[src/rtl/spi_master_pkg.sv]
// Shared definitions for the SPI master slice.
//   state_t   : transaction FSM states
//   BYTE_W    : width of one SPI transfer (bits)
//   pick_bit  : bit of a byte that goes on the wire next, given the bit order
//   advance   : byte with that bit consumed, zero-filled from the far end
package spi_master_pkg;

  localparam int unsigned BYTE_W = 8;

  typedef enum logic [2:0] {
    ST_IDLE,
    ST_FETCH,
    ST_SHIFT,
    ST_PUSH,
    ST_DONE
  } state_t;

  function automatic logic pick_bit(input logic [BYTE_W-1:0] d, input logic msb_first);
    return msb_first ? d[BYTE_W-1] : d[0];
  endfunction

  function automatic logic [BYTE_W-1:0] advance(input logic [BYTE_W-1:0] d, input logic msb_first);
    return msb_first ? {d[BYTE_W-2:0], 1'b0} : {1'b0, d[BYTE_W-1:1]};
  endfunction

endpackage

[src/rtl/spi_master.sv]
// SPI master core: byte-stream in, byte-stream out, one SPI byte per TX beat.
// Holds the transaction FSM, TX/RX shift registers and the SCLK divider.
// Ports:
//   i_clk, i_rst              clock; synchronous reset at level RST_LEVEL_G
//   o_sclk, o_mosi, i_miso    SPI bus
//   o_cs                      chip select, active-low
//   i_s_t*/o_s_tready         TX byte stream (AXI-Stream style)
//   o_m_t*/i_m_tready         RX byte stream (AXI-Stream style)
//   i_trigger                 start request, level-sampled in IDLE
//   o_num_bytes               bytes completed in current/last transaction (saturating)
//   o_busy                    high from start until cs is released
module spi_master
  import spi_master_pkg::*;
#(
  parameter int unsigned CLOCK_POLARITY_G = 0,
  parameter int unsigned CLOCK_PHASE_G    = 0,
  parameter int unsigned MSB_FIRST_G      = 1,
  parameter int unsigned RST_LEVEL_G      = 0,
  parameter int unsigned SCLK_HALF_G      = 1
) (
  input  logic              i_clk,
  input  logic              i_rst,
  output logic              o_sclk,
  output logic              o_mosi,
  input  logic              i_miso,
  output logic              o_cs,
  input  logic [BYTE_W-1:0] i_s_tdata,
  input  logic              i_s_tvalid,
  output logic              o_s_tready,
  input  logic              i_s_tlast,
  output logic [BYTE_W-1:0] o_m_tdata,
  output logic              o_m_tvalid,
  input  logic              i_m_tready,
  output logic              o_m_tlast,
  input  logic              i_trigger,
  output logic [31:0]       o_num_bytes,
  output logic              o_busy
);

  localparam logic        CPOL     = (CLOCK_POLARITY_G != 0);
  localparam logic        CPHA     = (CLOCK_PHASE_G != 0);
  localparam logic        MSBF     = (MSB_FIRST_G != 0);
  localparam logic        RSTL     = (RST_LEVEL_G != 0);
  localparam int unsigned HALF     = (SCLK_HALF_G == 0) ? 32'd1 : SCLK_HALF_G;
  localparam int unsigned DIV_W    = (HALF < 2) ? 1 : $clog2(HALF);
  localparam logic [DIV_W-1:0] DIV_LAST = DIV_W'(HALF - 1);

  state_t              r_state, w_state_nxt;
  logic [DIV_W-1:0]    r_div, w_div_nxt;
  logic [3:0]          r_edge, w_edge_nxt;
  logic [BYTE_W-1:0]   r_tx, w_tx_nxt;
  logic [BYTE_W-1:0]   r_rx, w_rx_nxt;
  logic                r_last, w_last_nxt;
  logic                r_sclk, w_sclk_nxt;
  logic                r_mosi, w_mosi_nxt;
  logic                r_cs, w_cs_nxt;
  logic                r_s_tready, w_s_tready_nxt;
  logic [BYTE_W-1:0]   r_m_tdata, w_m_tdata_nxt;
  logic                r_m_tvalid, w_m_tvalid_nxt;
  logic                r_m_tlast, w_m_tlast_nxt;
  logic [31:0]         r_num, w_num_nxt;
  logic                r_busy, w_busy_nxt;

  logic                w_hit;
  logic                w_sample;
  logic [BYTE_W-1:0]   w_rx_shift;

  assign w_hit      = (r_div == DIV_LAST);
  // Even edge indices are leading edges (away from idle). CPHA=0 samples on
  // leading edges, CPHA=1 on trailing ones; the other edge kind shifts mosi.
  assign w_sample   = CPHA ? r_edge[0] : ~r_edge[0];
  assign w_rx_shift = MSBF ? {r_rx[BYTE_W-2:0], i_miso} : {i_miso, r_rx[BYTE_W-1:1]};

  always_comb begin
    w_state_nxt    = r_state;
    w_div_nxt      = r_div;
    w_edge_nxt     = r_edge;
    w_tx_nxt       = r_tx;
    w_rx_nxt       = r_rx;
    w_last_nxt     = r_last;
    w_sclk_nxt     = r_sclk;
    w_mosi_nxt     = r_mosi;
    w_cs_nxt       = r_cs;
    w_s_tready_nxt = r_s_tready;
    w_m_tdata_nxt  = r_m_tdata;
    w_m_tvalid_nxt = r_m_tvalid;
    w_m_tlast_nxt  = r_m_tlast;
    w_num_nxt      = r_num;
    w_busy_nxt     = r_busy;

    unique case (r_state)
      ST_IDLE: begin
        if (i_trigger) begin
          w_state_nxt    = ST_FETCH;
          w_cs_nxt       = 1'b0;
          w_busy_nxt     = 1'b1;
          w_num_nxt      = '0;
          w_s_tready_nxt = 1'b1;
        end
      end

      ST_FETCH: begin
        if (i_s_tvalid && r_s_tready) begin
          w_state_nxt    = ST_SHIFT;
          w_s_tready_nxt = 1'b0;
          w_last_nxt     = i_s_tlast;
          w_div_nxt      = '0;
          w_edge_nxt     = '0;
          w_rx_nxt       = '0;
          // CPHA=0 needs the first bit on the wire before the first edge;
          // CPHA=1 drives it on the first (leading) edge instead.
          if (!CPHA) begin
            w_mosi_nxt = pick_bit(i_s_tdata, MSBF);
            w_tx_nxt   = advance(i_s_tdata, MSBF);
          end else begin
            w_tx_nxt   = i_s_tdata;
          end
        end
      end

      ST_SHIFT: begin
        if (w_hit) begin
          w_div_nxt  = '0;
          w_sclk_nxt = ~r_sclk;
          w_edge_nxt = r_edge + 4'd1;
          if (w_sample) begin
            w_rx_nxt = w_rx_shift;
          end else begin
            w_mosi_nxt = pick_bit(r_tx, MSBF);
            w_tx_nxt   = advance(r_tx, MSBF);
          end
          // 16th edge returns sclk to idle; the byte is complete here for both
          // phases (CPHA=1 takes its 8th sample on this same edge).
          if (r_edge == 4'd15) begin
            w_state_nxt    = ST_PUSH;
            w_m_tdata_nxt  = w_sample ? w_rx_shift : r_rx;
            w_m_tlast_nxt  = r_last;
            w_m_tvalid_nxt = 1'b1;
          end
        end else begin
          w_div_nxt = r_div + DIV_W'(1);
        end
      end

      ST_PUSH: begin
        if (i_m_tready) begin
          w_m_tvalid_nxt = 1'b0;
          w_num_nxt      = (r_num == '1) ? r_num : r_num + 32'd1;
          if (r_last) begin
            w_state_nxt = ST_DONE;
            w_div_nxt   = '0;
          end else begin
            w_state_nxt    = ST_FETCH;
            w_s_tready_nxt = 1'b1;
          end
        end
      end

      ST_DONE: begin
        if (w_hit) begin
          w_state_nxt = ST_IDLE;
          w_div_nxt   = '0;
          w_cs_nxt    = 1'b1;
          w_busy_nxt  = 1'b0;
        end else begin
          w_div_nxt = r_div + DIV_W'(1);
        end
      end

      default: w_state_nxt = ST_IDLE;
    endcase
  end

  always_ff @(posedge i_clk) begin
    if (i_rst == RSTL) begin
      r_state    <= ST_IDLE;
      r_div      <= '0;
      r_edge     <= '0;
      r_tx       <= '0;
      r_rx       <= '0;
      r_last     <= 1'b0;
      r_sclk     <= CPOL;
      r_mosi     <= 1'b0;
      r_cs       <= 1'b1;
      r_s_tready <= 1'b0;
      r_m_tdata  <= '0;
      r_m_tvalid <= 1'b0;
      r_m_tlast  <= 1'b0;
      r_num      <= '0;
      r_busy     <= 1'b0;
    end else begin
      r_state    <= w_state_nxt;
      r_div      <= w_div_nxt;
      r_edge     <= w_edge_nxt;
      r_tx       <= w_tx_nxt;
      r_rx       <= w_rx_nxt;
      r_last     <= w_last_nxt;
      r_sclk     <= w_sclk_nxt;
      r_mosi     <= w_mosi_nxt;
      r_cs       <= w_cs_nxt;
      r_s_tready <= w_s_tready_nxt;
      r_m_tdata  <= w_m_tdata_nxt;
      r_m_tvalid <= w_m_tvalid_nxt;
      r_m_tlast  <= w_m_tlast_nxt;
      r_num      <= w_num_nxt;
      r_busy     <= w_busy_nxt;
    end
  end

  assign o_sclk      = r_sclk;
  assign o_mosi      = r_mosi;
  assign o_cs        = r_cs;
  assign o_s_tready  = r_s_tready;
  assign o_m_tdata   = r_m_tdata;
  assign o_m_tvalid  = r_m_tvalid;
  assign o_m_tlast   = r_m_tlast;
  assign o_num_bytes = r_num;
  assign o_busy      = r_busy;

endmodule

[src/rtl/spi_master_wrapper.sv]
// Drop-in top for the SPI master: maps the legacy port/parameter names onto
// the spi_master core. No logic lives here.
// Ports:
//   clk_in, rst_in           clock; synchronous reset (asserted at RST_LEVEL_G)
//   sclk, mosi, miso, cs     SPI bus (cs active-low)
//   s_axis_*                 TX byte stream
//   m_axis_*                 RX byte stream
//   trigger                  start request
//   num_bytes                bytes completed in current/last transaction
//   busy                     high from start until cs released
module spi_master_wrapper
  import spi_master_pkg::*;
#(
  parameter int unsigned CLOCK_POLARITY_G = 0,
  parameter int unsigned CLOCK_PHASE_G    = 0,
  parameter int unsigned MSB_FIRST_G      = 1,
  parameter int unsigned RST_LEVEL_G      = 0,
  parameter int unsigned SCLK_HALF_G      = 1
) (
  input  logic              clk_in,
  input  logic              rst_in,
  output logic              sclk,
  output logic              mosi,
  input  logic              miso,
  output logic              cs,
  input  logic [BYTE_W-1:0] s_axis_tdata,
  input  logic              s_axis_tvalid,
  output logic              s_axis_tready,
  input  logic              s_axis_tlast,
  output logic [BYTE_W-1:0] m_axis_tdata,
  output logic              m_axis_tvalid,
  input  logic              m_axis_tready,
  output logic              m_axis_tlast,
  input  logic              trigger,
  output logic [31:0]       num_bytes,
  output logic              busy
);

  spi_master #(
    .CLOCK_POLARITY_G (CLOCK_POLARITY_G),
    .CLOCK_PHASE_G    (CLOCK_PHASE_G),
    .MSB_FIRST_G      (MSB_FIRST_G),
    .RST_LEVEL_G      (RST_LEVEL_G),
    .SCLK_HALF_G      (SCLK_HALF_G)
  ) u_spi_master (
    .i_clk       (clk_in),
    .i_rst       (rst_in),
    .o_sclk      (sclk),
    .o_mosi      (mosi),
    .i_miso      (miso),
    .o_cs        (cs),
    .i_s_tdata   (s_axis_tdata),
    .i_s_tvalid  (s_axis_tvalid),
    .o_s_tready  (s_axis_tready),
    .i_s_tlast   (s_axis_tlast),
    .o_m_tdata   (m_axis_tdata),
    .o_m_tvalid  (m_axis_tvalid),
    .i_m_tready  (m_axis_tready),
    .o_m_tlast   (m_axis_tlast),
    .i_trigger   (trigger),
    .o_num_bytes (num_bytes),
    .o_busy      (busy)
  );

endmodule

[config.mk]
export PLATFORM = sky130hd
export DESIGN_NAME = spi_master_wrapper
export DESIGN_NICKNAME = d
export VERILOG_FILES = /design/src/rtl/spi_master_pkg.sv /design/src/rtl/spi_master.sv /design/src/rtl/spi_master_wrapper.sv
export SDC_FILE = /design/constraint.sdc
export NUM_CORES = 1
export LEC_CHECK = 0
export CORE_MARGIN = 2
export CORE_UTILIZATION = 56
export DETAILED_ROUTE_END_ITERATION = 6
export GPL_TIMING_DRIVEN = 0
export HOLD_SLACK_MARGIN = 0.08
export PLACE_DENSITY_LB_ADDON = 0.08
export SETUP_SLACK_MARGIN = 0.02
export SYNTH_ARGS = -nofsm -noshare
export SYNTH_HDL_FRONTEND = slang
export SYNTH_SLANG_ARGS = --single-unit
[constraint.sdc]
create_clock -name clk_in -period 3.19 [get_ports clk_in]
set_clock_uncertainty 0.15 [all_clocks]
set_input_delay 0.319 -clock clk_in [delete_from_list [all_inputs] [get_ports clk_in]]
set_output_delay 0.319 -clock clk_in [all_outputs]
set_load 0.02 [all_outputs]
==> impl_metrics.yaml <==
outcome:
  status: "finished clean"
yosys:
  postSynth.asyncResetShare_pct: 0
  synthDistinctLibCells: 50
  synth_edf_count: 0
  syn_avg_cell_area_um2: 8.28
  yosysTopAreaCellShare_pct: 41.1
  ys_warn_count: 0
  syn_nets: 429
  synth-seq-cells: 70
  yosys.area.top_type: "dfxtp_1"
  postSynthCellCount: 412
  ys.flop_type: "dfxtp_1"
  synth_area_leaders: "dfxtp_1, nor2_1, nand2_1"
  synth_area_um2: 3410
  ys_seq_area_share_pct: 41.1
timing:
  min_period_ps: 2660
  drv_slew: 0
  rsz0062_at_grt: "false"
  hold_viol: 0
  tns_ps: 0
  max_slew.worst_pin.slew_ps: 893
  setup_viol: 0
  finalCritPeriodShare_pct: 83.2
  max_freq_mhz: 377
  max_slew_margin_pct: 40.0
placement:
  finalWeightedCongestion: 0.974
  dp_hpwl_um: 6750
  port_buffers: 61
drt:
  vias: 3600
  post-route-drc-count: 0
  wl_um: 9440
  drt-initial-drc-count: 386
  wl_per_cell_um: 16.7
  routed_via_density: 6.38
  antenna_left: 0
  dr.pass1.iters: 6
global_routing:
  grt_pass1_wl_um: 14800
  grt_max_degree: 14
  first_global_vias: 3088
  grtUsageTotal_pct: 28.6
  grt_antenna_before_repair: 0
  overflow: 0
power_and_ir_drop:
  leakage_uw: 0.00137
  power.density_nw_per_um2: 438
  power_uw: 1890
  ir_drop_mv: 0.323
finish:
  drive_above_1_share_pct: 5.32
  fillCellCount: 477
  antenna_cells: 0
  post-route-util_pct: 72.9
  final_common_cell: "dfxtp_1"
  final_cell_mix: "dfxtp_1, clkdlybuf4s50_1, nor2_1"
  area_delta_synth_final_pct: 26.4
  nets: 501
clock_tree:
  cts_sinks: 70
  clk_latency_ps: 350
  clkSlewWorstSetupHoldPaths_ps: 80
  cts.repair.resized: 0
  cts_htree_levels: 3
  post-cts-setup-buffers: 0
  cts_root_buf: "clkbuf_8"
  cts_tree: "built"
  numCtsBuffers: 9
  clockBufferDepth: 2
  ctsHoldBuffers: 0
min_path:
  hold_class: "flop to flop"
run:
  maxCapViolations: 0
die:
  start_util_pct: 57.7
  die_h_um: 82.1
  dieArea_um2: 6740
  core_area_um2: 5920
  pin_count: 62
  rows: 28
  die_w_um: 82.1
critical_path:
  end_kind: "flop"
  worstSetupPathType: "flop to flop"
  worstPathArrival_ps: 2720
  critPathMostFrequentCell: "a31oi_1"
  crit_required_ps: 3260
  path_cells: "ha_1 > nand4_1 > nor4_2 > a31oi_1 > a41oi_1 > a31oi_1"
  path_max_fanout: 8
  slowest_stage: "nor4_2"
  start_kind: "flop"
  cpPeakStageDelay_ps: 650
## power by group
| part | total, µW | internal, µW | switching (µW) |
|---|---|---|---|
| clock network | 723 | 363 | 359 |
| registers | 920 | 901 | 19.0 |
| logic | 249 | 95.0 | 154 |
| total | 1890 | 1360 | 533 |
## per-layer routing
metal  vias up  wire [µm]  track usage [%]
li1       1714          -                -
met1      1698       4130             37.1
met2       152       4480             46.8
met3        36        516             4.07
met4         0        319             13.2
met5         -          0                0
## final cells by class
type	instances	area [µm²]	share of cell area, %
plain buffers	20	80.1	1.86
clock inverters	7	73.8	1.71
clock buffers	9	124	2.87
well taps	75	93.8	2.17
repair buffers	61	611	14.1
multi-input cells	315	1910	44.2
inverters	7	26.3	0.609
flip-flops and latches	70	1400	32.5
## worst max-delay path: cells and delay by family (launching register included)
kind                     cells  cell delay, ps
AND/OR/NAND/NOR              2             800
adder cells (fa/ha/maj)      1             240
flip-flops                   1             420
AO/OA/AOI/OAI                3             910
## metrics by stage
step | worst slack, ps | std cells | area, µm² | hold slack, ps
CTS | 617 | 564 | 4320 | 315
global placement | 566 | 548 | 4120 | 296
global route | 416 | 564 | 4320 | 334
finish | 535 | 564 | 4320 | 307
floorplan | 885 | 412 | 3410 | 301
detailed placement | 539 | 548 | 4120 | 296
## state kept, by name, indices dropped and copies added, names as in the netlist, 3 cells and up
signal / flops
u_spi_master.o_num_bytes: 32
u_spi_master.r_rx: 8
u_spi_master.r_state: 3
u_spi_master.r_edge: 4
u_spi_master.o_m_tdata: 8
u_spi_master.r_tx: 7
## Yosys cell counts (7+ instances only)
library cell / instances
a211oi_1: 8
a21oi_1: 20
a22oi_1: 8
a311oi_1: 7
clkbuf_1: 14
dfxtp_1: 70
inv_1: 7
mux2i_1: 11
nand2_1: 46
nand3_1: 24
nand4_1: 14
nor2_1: 48
nor3_1: 10
o211ai_1: 13
o21ai_0: 11
o31ai_1: 13
or3_1: 11
## final timing paths
check | from | endpoint | slack [ps] | cells after the start
max | u_spi_master.o_num_bytes[0]$_SDFFE_PN0P_ | u_spi_master.o_num_bytes[23]$_SDFFE_PN0P_ | 530 | 6
min | u_spi_master.o_cs$_SDFFE_PN1P_ | u_spi_master.o_cs$_SDFFE_PN1P_ | 310 | 1
max reg2reg | u_spi_master.o_num_bytes[0]$_SDFFE_PN0P_ | u_spi_master.o_num_bytes[23]$_SDFFE_PN0P_ | 530 | 6
min reg2reg | u_spi_master.o_cs$_SDFFE_PN1P_ | u_spi_master.o_cs$_SDFFE_PN1P_ | 310 | 1
## kinds of logic (layout without fill, tap and decap cells)
logic type / Yosys count / after routing / share of synthesized area [%]
muxes: 11 / 11 / 3.23
and+or+nand+nor: 186 / 186 / 27.6
DFF: 70 / 70 / 41.1
AOI/OAI and AO/OA: 115 / 115 / 24.0
buffers and inverters: 27 / 104 / 3.12
adders and majority gates: 2 / 2 / 0.733
xor gates and xnor gates: 1 / 1 / 0.257
(Power assumes the default switching activity.)
==> RTL edit 1 (config.mk and constraints unchanged) <==
Set the package constant `BYTE_W` to 6 (it was 8).
--- a/src/rtl/spi_master_pkg.sv
+++ b/src/rtl/spi_master_pkg.sv
@@ -5,7 +5,7 @@
 //   advance   : byte with that bit consumed, zero-filled from the far end
 package spi_master_pkg;
 
-  localparam int unsigned BYTE_W = 8;
+  localparam int unsigned BYTE_W = 6;
 
   typedef enum logic [2:0] {
     ST_IDLE,
Ports: changed (resized m_axis_tdata and s_axis_tdata); port bits go from 62 to 58. The function was not compared with the original's and may differ.
==> RTL edit 1 against the original RTL <==
  * Routed wire length shrank 12%
  * Area after synthesis shrank 9.2%
  * Cell count shrank 4.8%
  * Total power grew 1.5%
  * Critical path depth grew 3
  * Sequential power shrank 7.3%
  * Sequential cell count shrank 6
  * Via count shrank 8.9%
  * Cell area shrank 8.6%
  * Combinational power grew 75%
  * Worst setup slack lost 270 ps
  * Count of clock-buffer cells in the layout grew 1
  * Core utilization shrank 0.40 points
  * Critical endpoint is now u_spi_master.o_num_bytes[16]
==> RTL edit 1: results (changes against the original RTL) <==
r2r worst-path depth 9 (+3); critical path arrival 3010 ps (+290 ps); vias post-DR 3,279 (-8.9%); Inst Count DP 521 (-4.9%); slew margin rel. 41.2% (+1.2 points); share of layout cells above drive strength 1 7.10% (+1.8 points); fillers 458 (-4.0%); dominant cells by area after synthesis dfxtp_1 41%, nor2_1 7.3%, nand2_1 6.4%; met3 wire len 571 um (+11%); largest net degree at the start of global routing 12 (-2); CP delay by family, top simple AND/OR/NAND/NOR gates; pre-CTS WS 171 ps (-369 ps); total nets after synthesis 407 (-5.1%); Routed WL per cell 15.5 um (-7.3%); Adder-Cell Fraction of Synth Area 0.807% (+0.074 points); crit-path max cell delay 510 ps (-140 ps); VDD IR-drop max 445 uV (+38%); met2 wire length 4030 um (-10%); clk sink count 64 (-8.6%); HPWL Detailed 5750 um (-15%); status completed; CP max-delay cell nor4_4; top cells by count, synth 64 x dfxtp_1, 60 x nor2_1, 53 x nand2_1, 28 x o21ai_0, 23 x a21oi_1; drt first-iter violations 347 (-10%); TritonRoute pass-1 iters 5 (-1); M1 WL 3530 um (-15%)
RTL edit 1: cell types whose count changed in the layout (fill, tap and decap cells not counted), moves of 8 or more:
cell and change:
o31ai_1 -12, o221a_2 +8, nand3_1 -10, o211ai_1 -11, or3_1 -11, o21ai_0 +17
nor2_1 +12
RTL edit 1: final cells by class:
class / instances / share of cell area [%]
Buffer: 24 / 2.35
Clock buffer: 10 / 3.49
Clock inverter: 6 / 0.889
Inverter: 6 / 0.571
Multi-Input combinational cell: 298 / 43.4
Sequential cell: 64 / 32.5
Tap cell: 72 / 2.28
Timing Repair Buffer: 57 / 14.5
RTL edit 1: kinds of logic (layout without fill, tap and decap cells):
kind of cell	Yosys count	in the layout
XOR/XNOR	1	1
AND/OR/NAND/NOR	182	182
buffers and inverters	30	103
AO/OA/AOI/OAI	105	105
multiplexers	8	8
adder cells (fa/ha/maj)	2	2
flip-flops	64	64
RTL edit 1: worst register-to-register path, cell delays in order (launching register included):
cell	delay [ps]
dfxtp_1	440
ha_1	220
nand3_1	280
nor4_4	520
nand4_1	210
and2_1	180
clkbuf_1	200
clkbuf_1	310
a31oi_1	250
nor2_1	70
RTL edit 1: worst max-delay path by stage:
| stage | end | slack (ps) | depth (start not counted) |
|---|---|---|---|
| 5_1_grt | u_spi_master.o_num_bytes[1] | 60 | 9 |
| 3_3_place_gp | u_spi_master.o_num_bytes[16] | 230 | 9 |
| 6_report | u_spi_master.o_num_bytes[16] | 270 | 9 |
| 2_1_floorplan | u_spi_master.o_num_bytes[16] | 620 | 9 |
| 3_5_place_dp | u_spi_master.o_num_bytes[1] | 170 | 9 |
| 4_1_cts | u_spi_master.o_num_bytes[1] | 160 | 9 |
==> RTL edit 2 (same settings) <==
Without the edit above. Re-encode `state_t` (5 states) as Gray code, 3 bits wide.
--- a/src/rtl/spi_master_pkg.sv
+++ b/src/rtl/spi_master_pkg.sv
@@ -8,11 +8,11 @@
   localparam int unsigned BYTE_W = 8;
 
   typedef enum logic [2:0] {
-    ST_IDLE,
-    ST_FETCH,
-    ST_SHIFT,
-    ST_PUSH,
-    ST_DONE
+    ST_IDLE  = 3'b000,
+    ST_FETCH = 3'b001,
+    ST_SHIFT = 3'b011,
+    ST_PUSH  = 3'b010,
+    ST_DONE  = 3'b110
   } state_t;
 
   function automatic logic pick_bit(input logic [BYTE_W-1:0] d, input logic msb_first);
Function: no difference found for any inputs over 10 cycles, from zero or initial values and one cycle with rst_in low; not proved beyond that.
==> RTL edit 2 against the original RTL <==
  * Total power decreased by 3.9%
  * Sequential power down 2.2%
  * Worst hold slack improved by 23 ps
  * Worst setup slack worse by 22 ps
  * Sequential cell count unchanged
  * Area after synthesis is 5.9% higher
  * Routed wire length increased by 12%
  * Cell area grew 4.8%
  * First-iteration DRC count up 13%
  * Critical path type unchanged
  * Largest cell class unchanged
==> RTL edit 2: results (changes against the original RTL) <==
first-pass GRT wire length 17,400 um (+18%); final worst setup slack 513 ps (-21.8 ps); Worst Tran Pin Value 1060 ps (+164 ps); crit-path max cell delay 930 ps (+280 ps); top cells by count, synth 70 x dfxtp_1, 55 x nor2_1, 45 x nand2_1, 24 x nand3_1; HPWL Detailed 7480 um (+11%); placed inst area 0.00432 sq mm (+4.9%); Max H-tree Level 3 (unchanged); met2 Resource Use GR 49.5% (+2.7 points); Overall Global Routing Usage 29.8% (+1.3 points); routability cong. 0.917 (-5.8%); pre-CTS WS 532 ps (-7.63 ps); final cell count without fillers 603 (+6.9%); critical path arrival 2770 ps (+50 ps); setup bufs post-CTS 0 (unchanged); Num CTS Buffers 9 (unchanged); Synth cell types 56 (+12%); share of layout cells above drive strength 1 6.46% (+1.1 points); VDD IR-drop max 333 uV (+3.3%); sw frac 26.5% (-1.6 points); Leak 1.50 nW (+9.3%); grt met3 use 6.69% (+2.6 points); TritonRoute pass-1 iters 7 (+1); Clock Tree Buf Depth 2 (unchanged); Routed WL 10,600 um (+12%); CP delay by family, top simple AND/OR/NAND/NOR gates; Crit. Startpoint u_spi_master.o_num_bytes[2]; met3 wire len 818 um (+59%); dominant cells by area after synthesis dfxtp_1 39%, nor2_1 5.7%, nand2_1 4.7%; sequential share of the synthesized area 38.8% (-2.3 points); Nets 538 (+7.4%); Syn Inst Count 449 (+9.0%); largest net degree at the start of global routing 13 (-1); met2 wire length 5030 um (+12%); drt first-iter violations 436 (+13%); vias per cell 6.40 (+0.31%); met1 Usage GRT 38.1% (+0.99 points); vias in the first global route 3,625 (+17%); reg2reg start u_spi_master.o_num_bytes[2]; CP max-delay cell nor4_1; status completed; total nets after synthesis 466 (+8.6%)
## RTL edit 2: cell count changes in the layout (fill, tap and decap cells not counted), moves of 4 or more
cell and change:
nor2_1 +7, a41oi_1 -4, o21ai_0 +12, nor3_1 +8, or3_1 -6, and3_1 +4
o211ai_1 -11, nor4_1 +7, clkbuf_1 +5, a21o_1 -4, o31ai_1 -9
## RTL edit 2: cells by family after synthesis
group           count (synthesis)  share of synthesized area, %
fa+ha+maj                       2                         0.692
buf+inv                        37                          4.09
xor+xnor                        1                         0.242
simple gates                  213                          31.0
mux                            14                          3.88
compound gates                112                          21.4
flops                          70                          38.8
## RTL edit 2: final cells by class
type	count	area, sq um
repair buffers	61	611
clock buffers	11	141
plain buffers	30	121
multi-input cells	342	2060
clock inverters	5	58.8
flip-flops and latches	70	1400
fillers	521	1760
well taps	77	96.3
inverters	7	26.3
## RTL edit 2: worst min-delay path by stage
stage | startpoint | end | slack (ps) | cells after the start
after floorplan | u_spi_master.r_tx[1] | u_spi_master.r_tx[2] | 300 | 2
after global placement | u_spi_master.r_tx[2] | u_spi_master.r_tx[3] | 310 | 2
after detailed placement | u_spi_master.r_tx[4] | u_spi_master.r_tx[5] | 320 | 2
after CTS | u_spi_master.r_tx[4] | u_spi_master.r_tx[5] | 330 | 2
after global routing | u_spi_master.r_tx[7] | u_spi_master.o_mosi | 360 | 2
final | u_spi_master.r_tx[4] | u_spi_master.r_tx[5] | 330 | 2
## RTL edit 2: power groups by stage
stage | Sequential [W] | Clock, W | Combinational (W)
floorplan | 0.000924 | 0 | 0.000101
global placement | 0.000919 | 0 | 0.000175
detailed placement | 0.000919 | 0 | 0.000178
CTS | 0.000899 | 0.000738 | 0.000180
global route | 0.000901 | 0.000773 | 0.000198
finish | 0.000900 | 0.000735 | 0.000183
